<file path="src/rtl/arty100t_shell.sv">
// Arty A7-100T shell: UART echo (8N1), heartbeat/status LEDs and a single-bit
// link on the JD header that captures jd_7 on each rising edge of jd_2.
module arty100t_shell #(
  parameter int CLOCK_FREQ = 100_000_000,
  parameter int BAUD       = 115_200,
  parameter int HB_BITS    = 26
) (
  input  logic CLK100MHZ,
  input  logic ck_rst,
  input  logic uart_txd_in,
  output logic uart_rxd_out,
  output logic led0_b,
  output logic led1_b,
  output logic led2_b,
  output logic jd_0,
  input  logic jd_1,
  input  logic jd_2,
  output logic jd_3,
  input  logic jd_4,
  input  logic jd_5,
  input  logic jd_6,
  input  logic jd_7
);

  localparam int DIV  = CLOCK_FREQ / BAUD;
  localparam int HALF = DIV / 2;
  localparam int CW   = $clog2(DIV + 1);
  typedef logic [CW-1:0] cnt_t;
  localparam cnt_t DIV_LAST  = cnt_t'(DIV - 1);
  localparam cnt_t HALF_LAST = cnt_t'(HALF - 1);

  typedef enum logic [1:0] {S_IDLE, S_START, S_DATA, S_STOP} state_t;

  logic w_unused;
  assign w_unused = &{1'b0, jd_1, jd_4, jd_5, jd_6};

  // Stage p0/p1: two-flop synchronizers; p2 of the link clock is its previous value
  logic r_rx_p0, r_rx_p1;
  logic r_lclk_p0, r_lclk_p1, r_lclk_p2;
  logic r_ldat_p0, r_ldat_p1;
  logic r_jd3;
  logic [HB_BITS-1:0] r_hb;

  always_ff @(posedge CLK100MHZ) begin
    if (ck_rst) begin
      r_rx_p0   <= 1'b1;
      r_rx_p1   <= 1'b1;
      r_lclk_p0 <= 1'b0;
      r_lclk_p1 <= 1'b0;
      r_lclk_p2 <= 1'b0;
      r_ldat_p0 <= 1'b0;
      r_ldat_p1 <= 1'b0;
      r_jd3     <= 1'b0;
      r_hb      <= '0;
    end else begin
      r_rx_p0   <= uart_txd_in;
      r_rx_p1   <= r_rx_p0;
      r_lclk_p0 <= jd_2;
      r_lclk_p1 <= r_lclk_p0;
      r_lclk_p2 <= r_lclk_p1;
      r_ldat_p0 <= jd_7;
      r_ldat_p1 <= r_ldat_p0;
      if (r_lclk_p1 && !r_lclk_p2) r_jd3 <= r_ldat_p1;
      r_hb      <= r_hb + 1'b1;
    end
  end

  assign jd_0   = r_lclk_p1;
  assign jd_3   = r_jd3;
  assign led0_b = r_hb[HB_BITS-1];

  // Receiver: start bit rechecked at mid-bit, then data and stop sampled every DIV
  state_t     r_rx_st, w_rx_st;
  cnt_t       r_rx_cnt, w_rx_cnt;
  logic [2:0] r_rx_bit, w_rx_bit;
  logic [7:0] r_rx_sh, w_rx_sh;
  logic       w_rx_vld, w_rx_ferr;

  always_comb begin
    w_rx_st   = r_rx_st;
    w_rx_cnt  = r_rx_cnt + 1'b1;
    w_rx_bit  = r_rx_bit;
    w_rx_sh   = r_rx_sh;
    w_rx_vld  = 1'b0;
    w_rx_ferr = 1'b0;
    case (r_rx_st)
      S_IDLE: begin
        w_rx_cnt = '0;
        if (!r_rx_p1) w_rx_st = S_START;
      end
      S_START: begin
        if (r_rx_cnt == HALF_LAST) begin
          w_rx_cnt = '0;
          w_rx_bit = '0;
          w_rx_st  = r_rx_p1 ? S_IDLE : S_DATA;
        end
      end
      S_DATA: begin
        if (r_rx_cnt == DIV_LAST) begin
          w_rx_cnt = '0;
          w_rx_sh  = {r_rx_p1, r_rx_sh[7:1]};
          w_rx_bit = r_rx_bit + 3'd1;
          if (r_rx_bit == 3'd7) w_rx_st = S_STOP;
        end
      end
      S_STOP: begin
        if (r_rx_cnt == DIV_LAST) begin
          w_rx_cnt  = '0;
          w_rx_st   = S_IDLE;
          w_rx_vld  = r_rx_p1;
          w_rx_ferr = !r_rx_p1;
        end
      end
      default: w_rx_st = S_IDLE;
    endcase
  end

  // Transmitter: the line register is loaded with the next bit value, so each bit lasts DIV cycles
  state_t     r_tx_st, w_tx_st;
  cnt_t       r_tx_cnt, w_tx_cnt;
  logic [2:0] r_tx_bit, w_tx_bit;
  logic [7:0] r_tx_sh, w_tx_sh;
  logic       r_txd, w_txd;
  logic       w_tx_load;
  logic [7:0] r_hold;
  logic       r_hold_full;

  always_comb begin
    w_tx_st   = r_tx_st;
    w_tx_cnt  = r_tx_cnt + 1'b1;
    w_tx_bit  = r_tx_bit;
    w_tx_sh   = r_tx_sh;
    w_txd     = r_txd;
    w_tx_load = 1'b0;
    case (r_tx_st)
      S_IDLE: begin
        w_tx_cnt = '0;
        w_txd    = 1'b1;
        if (r_hold_full) begin
          w_tx_load = 1'b1;
          w_tx_sh   = r_hold;
          w_txd     = 1'b0;
          w_tx_st   = S_START;
        end
      end
      S_START: begin
        if (r_tx_cnt == DIV_LAST) begin
          w_tx_cnt = '0;
          w_tx_bit = '0;
          w_txd    = r_tx_sh[0];
          w_tx_st  = S_DATA;
        end
      end
      S_DATA: begin
        if (r_tx_cnt == DIV_LAST) begin
          w_tx_cnt = '0;
          if (r_tx_bit == 3'd7) begin
            w_txd   = 1'b1;
            w_tx_st = S_STOP;
          end else begin
            w_tx_bit = r_tx_bit + 3'd1;
            w_tx_sh  = {1'b0, r_tx_sh[7:1]};
            w_txd    = r_tx_sh[1];
          end
        end
      end
      S_STOP: begin
        if (r_tx_cnt == DIV_LAST) begin
          w_tx_cnt = '0;
          w_tx_st  = S_IDLE;
        end
      end
      default: w_tx_st = S_IDLE;
    endcase
  end

  // State/control registers; a new RX byte wins over a simultaneous TX load of the holding register
  logic r_led1, r_led2;

  always_ff @(posedge CLK100MHZ) begin
    if (ck_rst) begin
      r_rx_st     <= S_IDLE;
      r_rx_cnt    <= '0;
      r_rx_bit    <= '0;
      r_tx_st     <= S_IDLE;
      r_tx_cnt    <= '0;
      r_tx_bit    <= '0;
      r_txd       <= 1'b1;
      r_hold_full <= 1'b0;
      r_led1      <= 1'b0;
      r_led2      <= 1'b0;
    end else begin
      r_rx_st  <= w_rx_st;
      r_rx_cnt <= w_rx_cnt;
      r_rx_bit <= w_rx_bit;
      r_tx_st  <= w_tx_st;
      r_tx_cnt <= w_tx_cnt;
      r_tx_bit <= w_tx_bit;
      r_txd    <= w_txd;
      if (w_rx_vld)       r_hold_full <= 1'b1;
      else if (w_tx_load) r_hold_full <= 1'b0;
      if (w_rx_vld)  r_led1 <= ~r_led1;
      if (w_rx_ferr) r_led2 <= 1'b1;
    end
  end

  always_ff @(posedge CLK100MHZ) begin
    r_rx_sh <= w_rx_sh;
    r_tx_sh <= w_tx_sh;
    if (w_rx_vld) r_hold <= r_rx_sh;
  end

  assign uart_rxd_out = r_txd;
  assign led1_b       = r_led1;
  assign led2_b       = r_led2;

endmodule

</file>
<file path="config.mk">
export PLATFORM = sky130hd
export DESIGN_NAME = arty100t_shell
export DESIGN_NICKNAME = d
export VERILOG_FILES = /design/src/rtl/arty100t_shell.sv
export SDC_FILE = /design/constraint.sdc
export NUM_CORES = 1
export LEC_CHECK = 0
export CORE_MARGIN = 2
export CORE_UTILIZATION = 50
export DETAILED_ROUTE_END_ITERATION = 10
export PLACE_DENSITY = 0.67
export SLEW_MARGIN = 25
export SYNTH_ARGS = -nofsm -noshare
export SYNTH_HDL_FRONTEND = slang
export SYNTH_SLANG_ARGS = --single-unit
</file>
<file path="constraint.sdc">
create_clock -name CLK100MHZ -period 3.6 [get_ports CLK100MHZ]
set_input_delay 0.72 -clock CLK100MHZ [delete_from_list [all_inputs] [get_ports CLK100MHZ]]
set_output_delay 0.72 -clock CLK100MHZ [all_outputs]
set_load 0.1 [all_outputs]
</file>
Word level (Yosys, flattened, before mapping) --
Index checks and enable logic that the tools add are counted.
Word-level totals: bits of input ports 9, flip-flop bits (word level) 92, output and inout port bits 6, word-level logic and storage cells 111
Operators by class: mux-type cells 42, reductions and logical operators 19, equal/unequal tests 22, bitwise operators 1, add/sub/neg operators 5
Operator list (count):
- two-way mux 10 bit | 3
- one-hot mux 10 bit (3 select lines) | 1
- adder 26 x 1 -> 26 bit, second input constant | 1
- two-way mux 8 bit | 3
- two-way mux 2 bit | 11
- != test 2 bit, second input constant | 11
- adder 10 x 1 -> 10 bit, second input constant | 2
- == test 10 bit, second input constant | 2
- one-hot mux 10 bit (2 select lines) | 1
- one-hot mux 2 bit (4 select lines) | 2
- one-hot mux 8 bit (2 select lines) | 1
- two-way mux 3 bit | 5
- two-way mux 1 bit | 12
- one-hot mux 3 bit (2 select lines) | 2
- == test 10 x 9 -> 1 bit, second input constant | 1
- AND reduction 5 bit | 2
- == test 2 bit, second input constant | 4
- AND reduction 4 bit | 2
- nonzero test 2 bit | 4
- adder 3 x 1 -> 3 bit, second input constant | 2
- == test 3 bit, second input constant | 2
- AND reduction 3 bit | 2
- == test 2 x 1 -> 1 bit, second input constant | 2
- zero test 2 bit | 2
- other kinds (8) | 9

Depth between registers and ports, before layout --
Gate-level depths: netlist (run 1).
word-level depth 4, depth in mapped cells 7, gate-level depth less buffers 6

Worst setup path after synthesis (run 1) --
OpenSTA, ideal clock, no wires.
path kind reg2reg, start point reg r_tx_cnt[0], end point reg r_tx_sh[0], enable pin, arrival time 1.740 ns, library setup time 0.385 ns, buffers on the path 0, clock period less this slack 2.126 ns, cell stages (with the launch flop) 6, setup slack 1.474 ns, data required time 3.215 ns, path through dfxtp_1 ha_1 and3_1 nand3_1 o21ai_0 nor3b_1
Between the ends: longest elaborated chain between the ends 3
RTL lines:
- start, declared | line 120 | cnt_t r_tx_cnt, w_tx_cnt;
- start signal, assigned | line 197 | r_tx_cnt <= w_tx_cnt;
- == test 10 bit | line 155 | if (r_tx_cnt == DIV_LAST) begin
- != test 2 bit (no source line)
- AND reduction 4 bit (no source line)
- end signal, assigned | line 209 | r_tx_sh <= w_tx_sh;
- end, declared | line 122 | logic [7:0] r_tx_sh, w_tx_sh;
Every way passes these cells. A chain may end at the register's enable or synchronous reset.

Worst setup path in the final report (run 1) --
start point reg r_led1, in the netlist led1_b, end point out led1_b
RTL lines:
- start, declared | line 178 | logic r_led1, r_led2;
- start signal, assigned | line 202 | if (w_rx_vld) r_led1 <= ~r_led1;
- end, declared | line 13 | output logic led1_b,
No word-level cell between the ends.

==> results of run 1 <==
-- synth_stat cells, drive strengths merged (4+ instances only) --
cell type,n,share of area
buf,4,0.0048
a21oi,18,0.023
nor4,5,0.012
nand2b,5,0.0080
clkbuf,12,0.012
or3,12,0.019
xor2,21,0.047
and3,8,0.013
xnor2,8,0.018
mux2,8,0.023
o21ai,16,0.020
or2,4,0.0064
edfxtp,24,0.18
ha,12,0.038
inv,8,0.0076
nand4,14,0.022
nand3,16,0.020
nor3,4,0.0064
nor2b,11,0.018
nor2,47,0.045
and4,6,0.013
dfxtp,68,0.35
nand2,18,0.017
-- cell type report --
type	count	area share
inverters	8	0.006979
well taps	102	0.02966
repair buffers	12	0.02559
clock inverters	7	0.01745
multi-input cells	266	0.4077
clock buffers	9	0.02879
flip-flops and latches	92	0.4839
-- metal layers --
layer / vias up / GRT usage / wire length, µm
li1: 1379 / - / -
met1: 1255 / 0.1872 / 2989
met2: 14 / 0.2585 / 2965
met3: 7 / 0.04882 / 156
met4: 0 / 0.04779 / 87
met5: - / 0 / 0
-- cell families (layout without fill, tap and decap cells) --
logic type	count (synthesis)	in the layout	synth area share
multiplexers	11	11	0.03056
AO/OA/AOI/OAI	47	47	0.07130
AND/OR/NAND/NOR	167	167	0.2416
XOR/XNOR	29	29	0.06461
flip-flops	92	92	0.5296
adder cells (fa/ha/maj)	12	12	0.03819
buffers and inverters	24	36	0.02419
-- how the worst min path moves through the flow --
stage / start / slack, ns / end / cells past startpoint
after global routing: r_rx_p0$_SDFF_PP1_ / 0.43 / r_rx_p1$_SDFF_PP1_ / 1
after floorplan: r_rx_p0$_SDFF_PP1_ / 0.39 / r_rx_p1$_SDFF_PP1_ / 1
after global placement: r_rx_p0$_SDFF_PP1_ / 0.40 / r_rx_p1$_SDFF_PP1_ / 1
after CTS: r_rx_p0$_SDFF_PP1_ / 0.42 / r_rx_p1$_SDFF_PP1_ / 1
after detailed placement: r_rx_p0$_SDFF_PP1_ / 0.40 / r_rx_p1$_SDFF_PP1_ / 1
final: r_rx_p0$_SDFF_PP1_ / 0.42 / r_rx_p1$_SDFF_PP1_ / 1
-- worst register-to-register path: stages, from the launching register on --
cell	delay, ns
dfxtp_1	0.34
inv_1	0.10
ha_1	0.57
nor2b_1	0.24
o2111ai_1	0.28
or3b_2	0.54
a21oi_1	0.12
-- sequential cells by signal, indices dropped and copies added, names as in the netlist, 2 cells and up, named ones only --
signal    flops
r_hb         26
r_rx_cnt     10
r_tx_cnt     10
r_hold        8
r_rx_sh       8
r_tx_sh       8
r_rx_bit      3
r_tx_bit      3
r_tx_st       2
-- per-stage QoR --
step	hold slack, ns	instance area, µm²	std cells	power [µW]
finish	0.4171	4303	496	1917
global route	0.4295	4303	496	1998
CTS	0.4193	4303	496	1944
detailed placement	0.3984	4104	480	1254
global placement	0.3967	4104	480	1254
floorplan	0.3895	3931	382	1220
-- report_power, final --
group	internal, µW	leakage, µW	switching [µW]	total [µW]
clock network	323	0.0000884	364	688
registers	1090	0.000766	16.2	1100
logic	49.3	0.000631	75.8	125
-- placed cells by master (no fill, tap or decap), types with 2 or more instances in the layout --
master           synthesis  routed
inv_6                    0       2
nor2_1                  47      47
mux2_2                   8       8
clkinvlp_4               0       3
o32a_1                   2       2
nor3b_1                  2       2
or2_2                    4       4
clkdlybuf4s50_1          0       9
and4_1                   6       6
nand3b_1                 3       3
o21ai_0                 16      16
and3_1                   8       8
xnor2_1                  8       8
nand3_1                 16      16
a21oi_1                 18      18
nand2_1                 18      18
nand4_1                 14      14
o31ai_1                  3       3
ha_1                    12      12
buf_4                    0       2
nor3_1                   3       3
or3_1                   12      12
clkbuf_8                 0       9
nor2b_1                 11      11
a211oi_1                 2       2
xor2_1                  21      21
or4b_1                   2       2
nor4_1                   4       4
nand2b_1                 5       5
and2_1                   3       3
o2111ai_1                3       3
inv_1                    8       8
dfxtp_1                 68      68
mux2i_1                  3       3
edfxtp_1                24      24
==> results.ini, run 1 <==
[cells_and_area]
syn2layout_area_growth_pct = 9.453
num_antenna_cells = 0
drive_above_1_share = 0.09391
fillCellCount = 693
fin_nets = 410
multi_input_area_um2 = 1754
final_util = 0.5597
seq_area_um2 = 2082

[synth]
synth_cell_type_count = 46
synth.ff_latch_count = 92
synthFlopType = dfxtp_1
seq_area_frac_synth = 0.5296
synth_cells = 382
synth_edf_count = 24
yosysWarnings = 0
synth_area_per_cell_um2 = 10.29
ys_async_sr_fraction = 0
synth_area_um2 = 3931
synth_nets = 403

[setup_path]
cpLargestDelayFamily = buffers and inverters
path_buf_inv = 1
crit-reg2reg-launch = r_tx_st[0]$_SDFFE_PP0P_
cp-end-kind = primary output
r2r-end = r_tx_bit[0]$_SDFFE_PP0P_
worstPathCellList = clkdlybuf4s50_1
cpPeakStageDelay_ns = 1.14
cp_max_fo = 2
r2r_cells = 6
crit_arrival_ns = 1.85
rrSetupSlack_ns = 1.35
worst-path-stages = 1
startpoint_type = flop
critical_path_class = reg2out
startpoint = led1_b$_SDFFE_PP0P_
endpoint = led1_b
worstPathRequired_ns = 2.88
slowest_stage = clkdlybuf4s50_1

[sta]
worst_pin_slew_ns = 0.9610
final_hold_viol_count = 0
min_period_ns = 2.571
period_share = 0.7142
fmax_ghz = 0.3889
rsz0062_at_grt = no
tns_ns = 0
fin_skew_ns = 0.005465
setup_viol = 0
setup_slack_ns = 1.029
slew_headroom = 0.3573
drv_slew = 0

[die]
die_w_um = 92.67
initial_utilization = 0.5114
die_area_um2 = 8588
num_rows = 32
coreArea_um2 = 7687
io_pins = 15
die_y_um = 92.67

[global_routing]
grt_use_total = 0.1532
antenna_found_initial = 0
grt_remaining_overflow = 0
grt_max_degree = 55
grt_pass1_wl_mm = 10.71
grt_pass1_vias = 2469

[route]
num_vias = 2655
wl_mm = 6.199
wire_per_inst_um = 12.50
dr.pass1.iters = 6
viasPerCell = 5.353
drt-initial-drc-count = 75
drc = 0
ant_nets = 0

[power]
peakVddDrop_mv = 0.2730
power.density_nw_per_um2 = 445.5
p_leak_uw = 0.001485

[clock_tree]
clock_latency_ns = 0.36
cts_tree = done
cts_setup_buffers = 0
htree_num_levels = 3
clk_pin_slew_worst_paths_ns = 0.09
root_buffer = clkbuf_8
ctsHoldBuffers = 0
ctsResizeCount = 0
clock_sinks = 92
cts_max_path_buffers = 2
cts_buffers = 9

[placement]
dp_slack_ns = 1.372
hpwl_mm = 4.135
gp_congestion = 0.7562
io_buffer_count = 10

[run]
drv_cap = 0

[worst_hold_path]
hold_path_class = reg2reg

[run_status]
status = complete, no violations

No activity file was read; power rests on OpenSTA's default activity.
==> inputs of run 2 (changes only) <==
Clock period 3.6 ns to 2.6 ns, I/O delays scaled along.
==> run 2 against run 1 <==
- setup slack got worse by 0.53 ns
- final cell count up 0.60%
- core utilization rose by 0.21 points
- critical endpoint is now r_hold[4]$_DFFE_PP_
- critical path type is now reg2reg
==> results.ini, run 2 (same netlist as run 1, synthesis figures left out) <==
[cells_and_area]
final_cells = 499  ; +0.60%
fillCellCount = 681  ; -1.7%
top_register = r_hb
largest_reg_flops = 26  ; unchanged
layout_commonest_cell = dfxtp_1
final_util = 0.5618  ; +0.002116
reg_top3 = r_hb (26), r_rx_cnt (10), r_tx_cnt (10)
fin_nets = 413  ; +0.73%
mostFrequentLayoutCells = dfxtp_1 (68), nor2_1 (47), edfxtp_1 (24)
syn2layout_area_growth_pct = 9.866
num_antenna_cells = 0  ; unchanged
drive_above_1_share = 0.1159  ; +0.02196

[setup_path]
cp_max_fo = 10  ; +8
path_buf_inv = 0  ; -1
worstPathCellList = ha_1 > nand4bb_2 > nor4_4
slowest_stage = nor4_4
crit_arrival_ns = 2.08  ; +0.23 ns
rrSetupSlack_ns = 0.50  ; -0.85 ns
cp-end-kind = flop
cpLargestDelayFamily = simple AND/OR/NAND/NOR gates
cpPeakStageDelay_ns = 0.73  ; -0.41 ns
startpoint_type = flop
critical_path_class = reg2reg
worstPathRequired_ns = 2.58  ; -0.30 ns

[sta]
slew_headroom = 0.4699  ; +0.1126
min_period_ns = 2.102
worst_pin_slew_ns = 0.7892  ; -0.1718 ns
final_hold_viol_count = 0  ; unchanged
drv_slew = 0  ; unchanged
tns_ns = 0  ; unchanged
setup_viol = 0  ; unchanged
fmax_ghz = 0.4757
rsz0062_at_grt = no
fin_skew_ns = 0.01042  ; +0.004957 ns
period_share = 0.8085

[global_routing]
grt_pass1_vias = 2498  ; +1.2%
grt_remaining_overflow = 0  ; unchanged
antenna_found_initial = 0  ; unchanged
grt_use_total = 0.1583  ; +0.005129
grt_max_degree = 30  ; -45%
grt_pass1_wl_mm = 10.94  ; +2.2%

[die]
num_rows = 32  ; unchanged
die_w_um = 92.67  ; unchanged
io_pins = 15  ; unchanged
die_y_um = 92.67  ; unchanged
initial_utilization = 0.5114  ; unchanged
coreArea_um2 = 7687  ; unchanged
die_area_um2 = 8588  ; unchanged

[run]
drv_cap = 0  ; unchanged

[route]
dr.pass1.iters = 4  ; -2
wire_per_inst_um = 12.73  ; +1.8%
viasPerCell = 5.273  ; -1.5%
drt-initial-drc-count = 84  ; +12%
drc = 0  ; unchanged
num_vias = 2631  ; -0.90%
ant_nets = 0  ; unchanged
wl_mm = 6.350  ; +2.4%

[power]
peakVddDrop_mv = 0.3437  ; +26%
p_leak_uw = 0.001525  ; +2.7%
power.density_nw_per_um2 = 621.5  ; +40%
power_uw = 2684  ; +40%

[placement]
gp_congestion = 0.7907  ; +4.6%
dpl.cell_count = 483  ; +0.63%
hpwl_mm = 4.291  ; +3.8%
io_buffer_count = 10  ; unchanged

[clock_tree]
cts_max_path_buffers = 2  ; unchanged
cts_setup_buffers = 0  ; unchanged
htree_num_levels = 3  ; unchanged
root_buffer = clkbuf_8
clock_sinks = 92  ; unchanged
clock_latency_ns = 0.35  ; about the same
cts_tree = done
ctsHoldBuffers = 0  ; unchanged
ctsResizeCount = 0  ; unchanged
clk_pin_slew_worst_paths_ns = 0.09  ; about the same
cts_buffers = 9  ; unchanged

[run_status]
status = complete, no violations

[worst_hold_path]
hold_path_class = reg2reg

run 2: cell count changes in the layout (fill, tap and decap cells not counted):
cell and change:
clkinv_4 +1, buf_4 +9, clkdlybuf4s50_1 -6, clkinvlp_4 -2, inv_4 +1, clkbuf_8 +1, clkinvlp_2 -1
run 2: cell type report:
| class | instances | area (µm²) | area share |
|---|---|---|---|
| sequential | 92 | 2082 | 0.4820 |
| multi-input combinational | 266 | 1754 | 0.4061 |
| clock buffer | 10 | 137.6 | 0.03187 |
| tap | 102 | 127.6 | 0.02955 |
| timing repair buffer | 15 | 117.6 | 0.02723 |
| clock inverter | 6 | 70.07 | 0.01622 |
| inverter | 8 | 30.03 | 0.006952 |
run 2: metal layers:
metal	global-route usage	routed length, µm	vias up
met2	0.2536	2977	24
met3	0.03173	124	6
met5	0	0	-
li1	-	-	1387
met4	0.07721	68	0
met1	0.2052	3180	1214
run 2: power breakdown:
group | internal (µW) | total [µW] | switching, µW
Clock | 480 | 979 | 499
Combinational | 68.6 | 177 | 108
Sequential | 1510 | 1530 | 22.1
Total | 2060 | 2680 | 629
run 2: worst paths after layout:
kind | startpoint | to | cells past startpoint
max | r_rx_cnt[0]$_SDFF_PP0_ | r_hold[4]$_DFFE_PP_ | 3
min | r_rx_p0$_SDFF_PP1_ | r_rx_p1$_SDFF_PP1_ | 1
max reg2reg | r_rx_cnt[0]$_SDFF_PP0_ | r_hold[4]$_DFFE_PP_ | 3
min reg2reg | r_rx_p0$_SDFF_PP1_ | r_rx_p1$_SDFF_PP1_ | 1
run 2: stage by stage:
step / area [µm²] / setup WS (ns) / hold slack, ns
finish: 4319 / 0.4978 / 0.4171
global route: 4319 / 0.3510 / 0.4194
CTS: 4319 / 0.4965 / 0.4102
detailed placement: 4111 / 0.5488 / 0.3996
global placement: 4111 / 0.5973 / 0.3959
floorplan: 3931 / 0.4744 / 0.3895
